===== src/rtl/fifo_pkg.sv =====
// Shared async-FIFO helpers: pointer width derivation and gray/binary conversion.
package fifo_pkg;

    localparam int ADDR_W_DEF = 4;

    function automatic int ptr_w(input int addr_w);
        return addr_w + 1;
    endfunction

    function automatic logic [31:0] bin2gray(input logic [31:0] b);
        return b ^ (b >> 1);
    endfunction

    function automatic logic [31:0] gray2bin(input logic [31:0] g);
        logic [31:0] b;
        b = g;
        for (int i = 1; i < 32; i++) begin
            b = b ^ (g >> i);
        end
        return b;
    endfunction

endpackage


===== src/rtl/fifo_wr_ptr_full_gray2bin.sv =====
// Combinational gray-to-binary converter; each bit is the XOR of itself and all higher bits.
module gray2bin #(
    parameter int N = 5
) (
    input  logic [N-1:0] gray,
    output logic [N-1:0] bin
);

    for (genvar i = 0; i < N; i++) begin : g_bit
        assign bin[i] = ^gray[N-1:i];
    end

endmodule


===== src/rtl/fifo_wr_ptr_full.sv =====
// Async FIFO write side: binary/gray write pointer, full/almost-full,
// fill level and sticky overflow, all registered in the write clock domain.
module fifo_wr_ptr_full
    import fifo_pkg::*;
#(
    parameter int ADDR_W   = ADDR_W_DEF,
    parameter int AFULL_TH = 2**ADDR_W - 2
) (
    input  logic              clk,
    input  logic              rst,
    input  logic              wr_en,
    input  logic [ADDR_W:0]   rd_gray_sync,
    output logic              mem_we,
    output logic [ADDR_W-1:0] wr_addr,
    output logic [ADDR_W:0]   wr_gray,
    output logic              full,
    output logic              almost_full,
    output logic [ADDR_W:0]   wr_level,
    output logic              overflow
);

    localparam int PTR_W = ptr_w(ADDR_W);

    logic             accept;
    logic [PTR_W-1:0] wr_bin;
    logic [PTR_W-1:0] bin_next;
    logic [PTR_W-1:0] gray_next;
    logic [PTR_W-1:0] rd_bin;
    logic [PTR_W-1:0] level_next;
    logic [PTR_W-1:0] full_gray;

    gray2bin #(.N(PTR_W)) u_rd_g2b (
        .gray (rd_gray_sync),
        .bin  (rd_bin)
    );

    assign accept     = wr_en & ~full & ~rst;
    assign mem_we     = accept;
    assign wr_addr    = wr_bin[ADDR_W-1:0];
    assign bin_next   = wr_bin + {{ADDR_W{1'b0}}, accept};
    assign gray_next  = PTR_W'(bin2gray(32'(bin_next)));
    assign level_next = bin_next - rd_bin;

    // Full when the write pointer is exactly one lap ahead of the read pointer.
    assign full_gray = {~rd_gray_sync[ADDR_W:ADDR_W-1],
                        rd_gray_sync[ADDR_W-2:0]};

    always_ff @(posedge clk) begin
        if (rst) begin
            wr_bin      <= '0;
            wr_gray     <= '0;
            full        <= 1'b0;
            almost_full <= 1'b0;
            wr_level    <= '0;
            overflow    <= 1'b0;
        end else begin
            wr_bin      <= bin_next;
            wr_gray     <= gray_next;
            full        <= (gray_next == full_gray);
            almost_full <= (level_next >= PTR_W'(AFULL_TH));
            wr_level    <= level_next;
            overflow    <= overflow | (wr_en & full);
        end
    end

endmodule

===== config.mk =====
export PLATFORM = sky130hd
export DESIGN_NAME = fifo_wr_ptr_full
export DESIGN_NICKNAME = d
export VERILOG_FILES = /design/src/rtl/fifo_pkg.sv /design/src/rtl/fifo_wr_ptr_full_gray2bin.sv /design/src/rtl/fifo_wr_ptr_full.sv
export SDC_FILE = /design/constraint.sdc
export NUM_CORES = 1
export LEC_CHECK = 0
export BUFFER_PORTS_ARGS = -buffer_cell sky130_fd_sc_hd__buf_2
export CORE_MARGIN = 2
export CORE_UTILIZATION = 44
export DETAILED_ROUTE_END_ITERATION = 7
export PLACE_DENSITY = 0.81
export SYNTH_ARGS = -nofsm -noshare
export SYNTH_HDL_FRONTEND = slang
export SYNTH_SLANG_ARGS = --single-unit

===== constraint.sdc =====
create_clock -name clk -period 3 [get_ports clk]
set_clock_uncertainty 0.1 [all_clocks]
set_input_delay 0.6 -clock clk [delete_from_list [all_inputs] [get_ports clk]]
set_output_delay 0.6 -clock clk [all_outputs]
set_load 0.01 [all_outputs]

# After elaboration in Yosys (flattened, before gate mapping)

Index checks and enable logic that the tools add are counted.

Register bits: 18
Output and inout port bits: 18

$add $sub $neg: 2
$lt $le $gt $ge: 1
Equality and inequality tests: 1
Bitwise logic cells: 8
Reductions and logical operators: 4

Operator list:

| cell                 | count |
|---|---|
| $add A5 B1 Y5        | 1 |
| $eq A5 B5 Y1         | 1 |
| $ge A5 B4 Y1 const B | 1 |
| $reduce_xor A5 Y1    | 1 |
| $sub A5 B5 Y5        | 1 |
| $xor A5 B4 Y5        | 1 |
| $reduce_xor A4 Y1    | 1 |
| $and A1 B1 Y1        | 3 |
| $reduce_xor A3 Y1    | 1 |
| $not A1 Y1           | 2 |
| $not A2 Y2           | 1 |
| $reduce_xor A2 Y1    | 1 |
| $or A1 B1 Y1         | 1 |

# Depth between registers and ports, before layout

Depth in word-level cells: 6
Depth in mapped cells: 11
Mapped depth without buffers: 10

# By module

A second synthesis with hierarchy kept.

Cell total of the unflattened synthesis: 84
Area, all modules: 862.1 um^2

Modules (own cells, without submodules):

| module           | instances | cells an instance | area an instance (um^2) | sequential area each (um^2) |
|---|---|---|---|---|
| fifo_wr_ptr_full | 1         | 78                | 789.5                   | 340.3 |
| gray2bin         | 1         | 6                 | 72.6                    | 0.0 |

# Worst setup path after synthesis

OpenSTA, ideal clock, no wires.

Kind: input port to flip-flop
Start point: input port rst
End point: register almost_full
Setup time: 0.092 ns
Data arrival time: 2.831 ns
Data required time: 2.808 ns
Setup slack: -0.024 ns
Cell stages on the path: 10
Path buffers: 1
Cell sequence: clkbuf_1 > nor3b_1 > ha_1 > ha_1 > xor2_4 > ha_1 > a21oi_1 > o21ai_2 > xnor2_1 > o32ai_1

Word-level cells in the longest chain between the ends: 5

RTL lines:

| what                  | RTL line               | source |
|---|---|---|
| from (decl)           | fifo_wr_ptr_full.sv:10 | `input logic rst,` |
| $not A1 Y1            | fifo_wr_ptr_full.sv:37 | `assign accept = wr_en & ~full & ~rst;` |
| $and A1 B1 Y1         | fifo_wr_ptr_full.sv:37 |  |
| named net mem_we      | fifo_wr_ptr_full.sv:13 | `output logic mem_we,` |
| $add A5 B1 Y5         | fifo_wr_ptr_full.sv:40 | `assign bin_next = wr_bin + {{ADDR_W{1'b0}}, accept};` |
| named net bin_next[2] | fifo_wr_ptr_full.sv:26 | `logic [PTR_W-1:0] bin_next;` |
| $sub A5 B5 Y5         | fifo_wr_ptr_full.sv:42 | `assign level_next = bin_next - rd_bin;` |
| $ge A5 B4 Y1          | fifo_wr_ptr_full.sv:60 | `almost_full <= (level_next >= PTR_W'(AFULL_TH));` |
| to (signal assigned)  | fifo_wr_ptr_full.sv:60 |  |
| to (decl)             | fifo_wr_ptr_full.sv:17 | `output logic almost_full,` |

The timed path passes the listed nets, and every way through them passes these cells.
A chain may end at the register's enable or synchronous reset.

# Worst setup path in the final report

Start point: input port rd_gray_sync[4]
End point: register almost_full

Word-level cells in the longest chain between the ends: 3
Elaborated cells on any way between the ends: 6

RTL lines:

| what                                      | RTL line                        | source |
|---|---|---|
| from (decl)                               | fifo_wr_ptr_full.sv:12          | `input logic [ADDR_W:0] rd_gray_sync,` |
| $reduce_xor A5 Y1 (tied with other cells) | fifo_wr_ptr_full_gray2bin.sv:10 | `assign bin[i] = ^gray[N-1:i];` |
| $sub A5 B5 Y5 *                           | fifo_wr_ptr_full.sv:42          |  |
| $ge A5 B4 Y1 *                            | fifo_wr_ptr_full.sv:60          |  |

Mark *: on every way between the ends. The rest lies on a longest branch, timed or not.

==> run_results.csv <==
group,metric,value,unit
pwr,power.density,480,nW/um2
pwr,ir_worst_vdd,0.242,mV
timing,rsz0062_at_grt,"no",
drt,drtAntennaViolNets,0,
cts,clkSinkCount,17,
worst_hold_path,min_path_type,"flop to flop",
floorplanning,dieArea,2330,um2
grt,overflow,0,
timing,setup_slack,0.223,ns
cts,clk_latency,0.28,ns
drt,drtIter0Drc,16,
finish,final_cells,141,
drt,wl,1650,um
floorplanning,ios,26,
cts,cts_setup_buffers,0,
critical_path,cp_max_fo,3,
timing,drv_slew,0,
grt,grt_pass1_wl,2600,um
pwr,p_leak,0.533,nW
placement,hpwl,1370,um
critical_path,cp_cell_sequence,"buf_2 -> xnor3_2 -> xor2_1 -> xnor2_1 -> ha_1 -> fa_1 -> nand2b_1 -> o21ai_0 -> xnor2_1 -> o32ai_1",
drt,highest_layer,"met4",
floorplanning,core_area,1780,um2
finish,fin_nets,132,
critical_path,critPathRequiredTime,3.07,ns
logic_synthesis,ys_ff_latch,17,
critical_path,cp_slowest_stage_delay,0.45,ns
timing,fin_crit_sh,92.6,%
grt,grt_max_degree,18,
critical_path,crit_slowest_cell,"xnor3_2",
drt,first_pass_iters,5,
drt,post_drt_wl_per_cell,11.7,um
drt,met3_length,51,um
logic_synthesis,synth.avg_cell_area,10.2,um2
critical_path,cp.arrival,2.85,ns
floorplanning,start_util,48.3,%
timing,tightest_slew,0.426,ns
pwr,finalPower,0.519,mW
cts,cts.repair.resized,0,
logic_synthesis,syn-num-nets,99,
floorplanning,die_h,48.2,um
logic_synthesis,ys_seq_area_share,39.5,%
finish,nFillCells,152,
cts,cts.clk_slew.worst_paths,0.09,ns
logic_synthesis,yosysWarnings,0,
critical_path,worstSetupPathType,"primary input to flop",
timing,period_minus_slack,2.78,ns
drt,vias,647,
timing,setup_viol_count_final,0,
logic_synthesis,syn_area,861,um2
flow_run,drv_cap,0,
finish,multi_input_area,499,um2
cts,htreeDepth,1,
drt,wl_met1,715,um
finish,diodes,0,
cts,cts_buffers,3,
critical_path,crit_top_cell,"xnor2_1",
grt,grt_pass1_vias,636,
placement,dp_slack,-0.103,ns
cts,cts_root_buf,"clkbuf_4",
critical_path,critPathLaunchType,"primary input",
timing,max_freq,360,MHz
finish,seq_area,340,um2
floorplanning,die-width,48.2,um
grt,antenna_found_initial,0,
drt,drc,0,
drt,wl_met2,869,um
finish,drive_gt1_share,36.2,%
floorplanning,rows,15,
status,status,"completed",
placement,gp_congestion,0.883,
timing,hold_viol,0,
cts,cts_tree,"yes",
grt,grtUsageTotal,16.6,%
timing,relSlewSlack,71.5,%
cts,hold_buffers,0,
logic_synthesis,yosysUniqueCellTypes,26,
critical_path,endpoint_kind,"flop",
placement,post-place-cells,137,
cts,clock_path_buffers,2,
logic_synthesis,synthesis.instances,84,
placement,portBuffers,25,
drt,vias_per_cell,4.59,
finish,area_growth,25.4,%
-- through the flow --
stage	area, um2	TNS [ns]	hold slack, ns	utilization, %
floorplan	866	0	0.402	-
global placement	1050	0	0.349	59.0
detailed placement	1050	-0.133	0.380	59.0
CTS	1080	0	0.405	60.6
global route	1080	0	0.419	60.6
finish	1080	0	0.391	60.6
-- critical path: cells and delay by family --
kind            cells  cell delay (ns)
xor+xnor            4             1.02
fa+ha+maj           2             0.65
compound gates      2             0.33
simple gates        1             0.15
buf+inv             1             0.09
-- where the power goes --
group / internal [mW] / switching [mW] / leakage (nW) / total (mW)
logic: 0.0696 / 0.0797 / 0.376 / 0.149
clock network: 0.0495 / 0.0678 / 0.0177 / 0.117
registers: 0.247 / 0.00459 / 0.139 / 0.252
-- flip-flops by register name (all words and copies together), names as in the netlist --
signal	count
almost_full	1
full	1
overflow	1
wr_bin	4
wr_gray	5
wr_level	5
-- cells by family (layout without fill, tap and decap cells) --
kind of cell    after synthesis  after routing  synth area share [%]
compound gates                7              7                  6.10
xor+xnor                     19             19                  24.1
fa+ha+maj                     7              7                  11.0
buf+inv                       7             39                  3.05
flops                        17             17                  39.5
mux                           1              1                  1.16
simple gates                 26             26                  15.0
-- synthesized netlist by cell type, drive strengths merged --
| library cell | count | area, um2 |
|---|---|---|
| dfxtp | 17 | 340 |
| nor2 | 14 | 52.6 |
| xor2 | 10 | 114 |
| xnor2 | 8 | 70.1 |
| ha | 6 | 75.1 |
| inv | 5 | 18.8 |
| a21oi | 3 | 15.0 |
| nand3 | 3 | 20.0 |
| and2 | 2 | 12.5 |
| clkbuf | 2 | 7.51 |
| nand2b | 2 | 12.5 |
| o21ai | 2 | 13.8 |
| a2111oi | 1 | 15.0 |
| fa | 1 | 20.0 |
| mux2i | 1 | 10.0 |
| nor2b | 1 | 6.26 |
| nor3 | 1 | 5.00 |
| nor3b | 1 | 7.51 |
| o32ai | 1 | 8.76 |
| or2 | 1 | 6.26 |
| or3 | 1 | 6.26 |
| xnor3 | 1 | 23.8 |
-- worst paths after layout --
kind	from	to	slack [ns]	depth (start not counted)
worst max register to register	full	almost_full	0.45	9
worst min register to register	overflow	overflow	0.39	2
worst max-delay path	rd_gray_sync[4]	almost_full	0.22	10
worst min-delay path	overflow	overflow	0.39	2
-- placed cells by master (no fill, tap or decap), types with 2 or more instances in the layout --
cell      count
dfxtp_1      17
a21oi_1       3
nor2_1       14
clkbuf_4      3
inv_1         5
ha_1          6
nand2b_1      2
buf_2        25
buf_4         5
nand3_1       2
xnor2_1       8
and2_1        2
xor2_1        8
-- final cells by class --
cell class	instances	share of cell area, %
multi-input combinational	60	46.2
tap	25	2.90
clock buffer	3	2.09
clock inverter	1	0.463
inverter	5	1.74
timing repair buffer	30	15.1
sequential	17	31.5
-- metal layers --
metal  vias to the layer above  track usage, %
li1                        335               -
met1                       290            19.8
met2                        20            28.2
met3                         2            3.33
met4                         0            8.11
met5                         -               0
(Power assumes the default switching activity.)
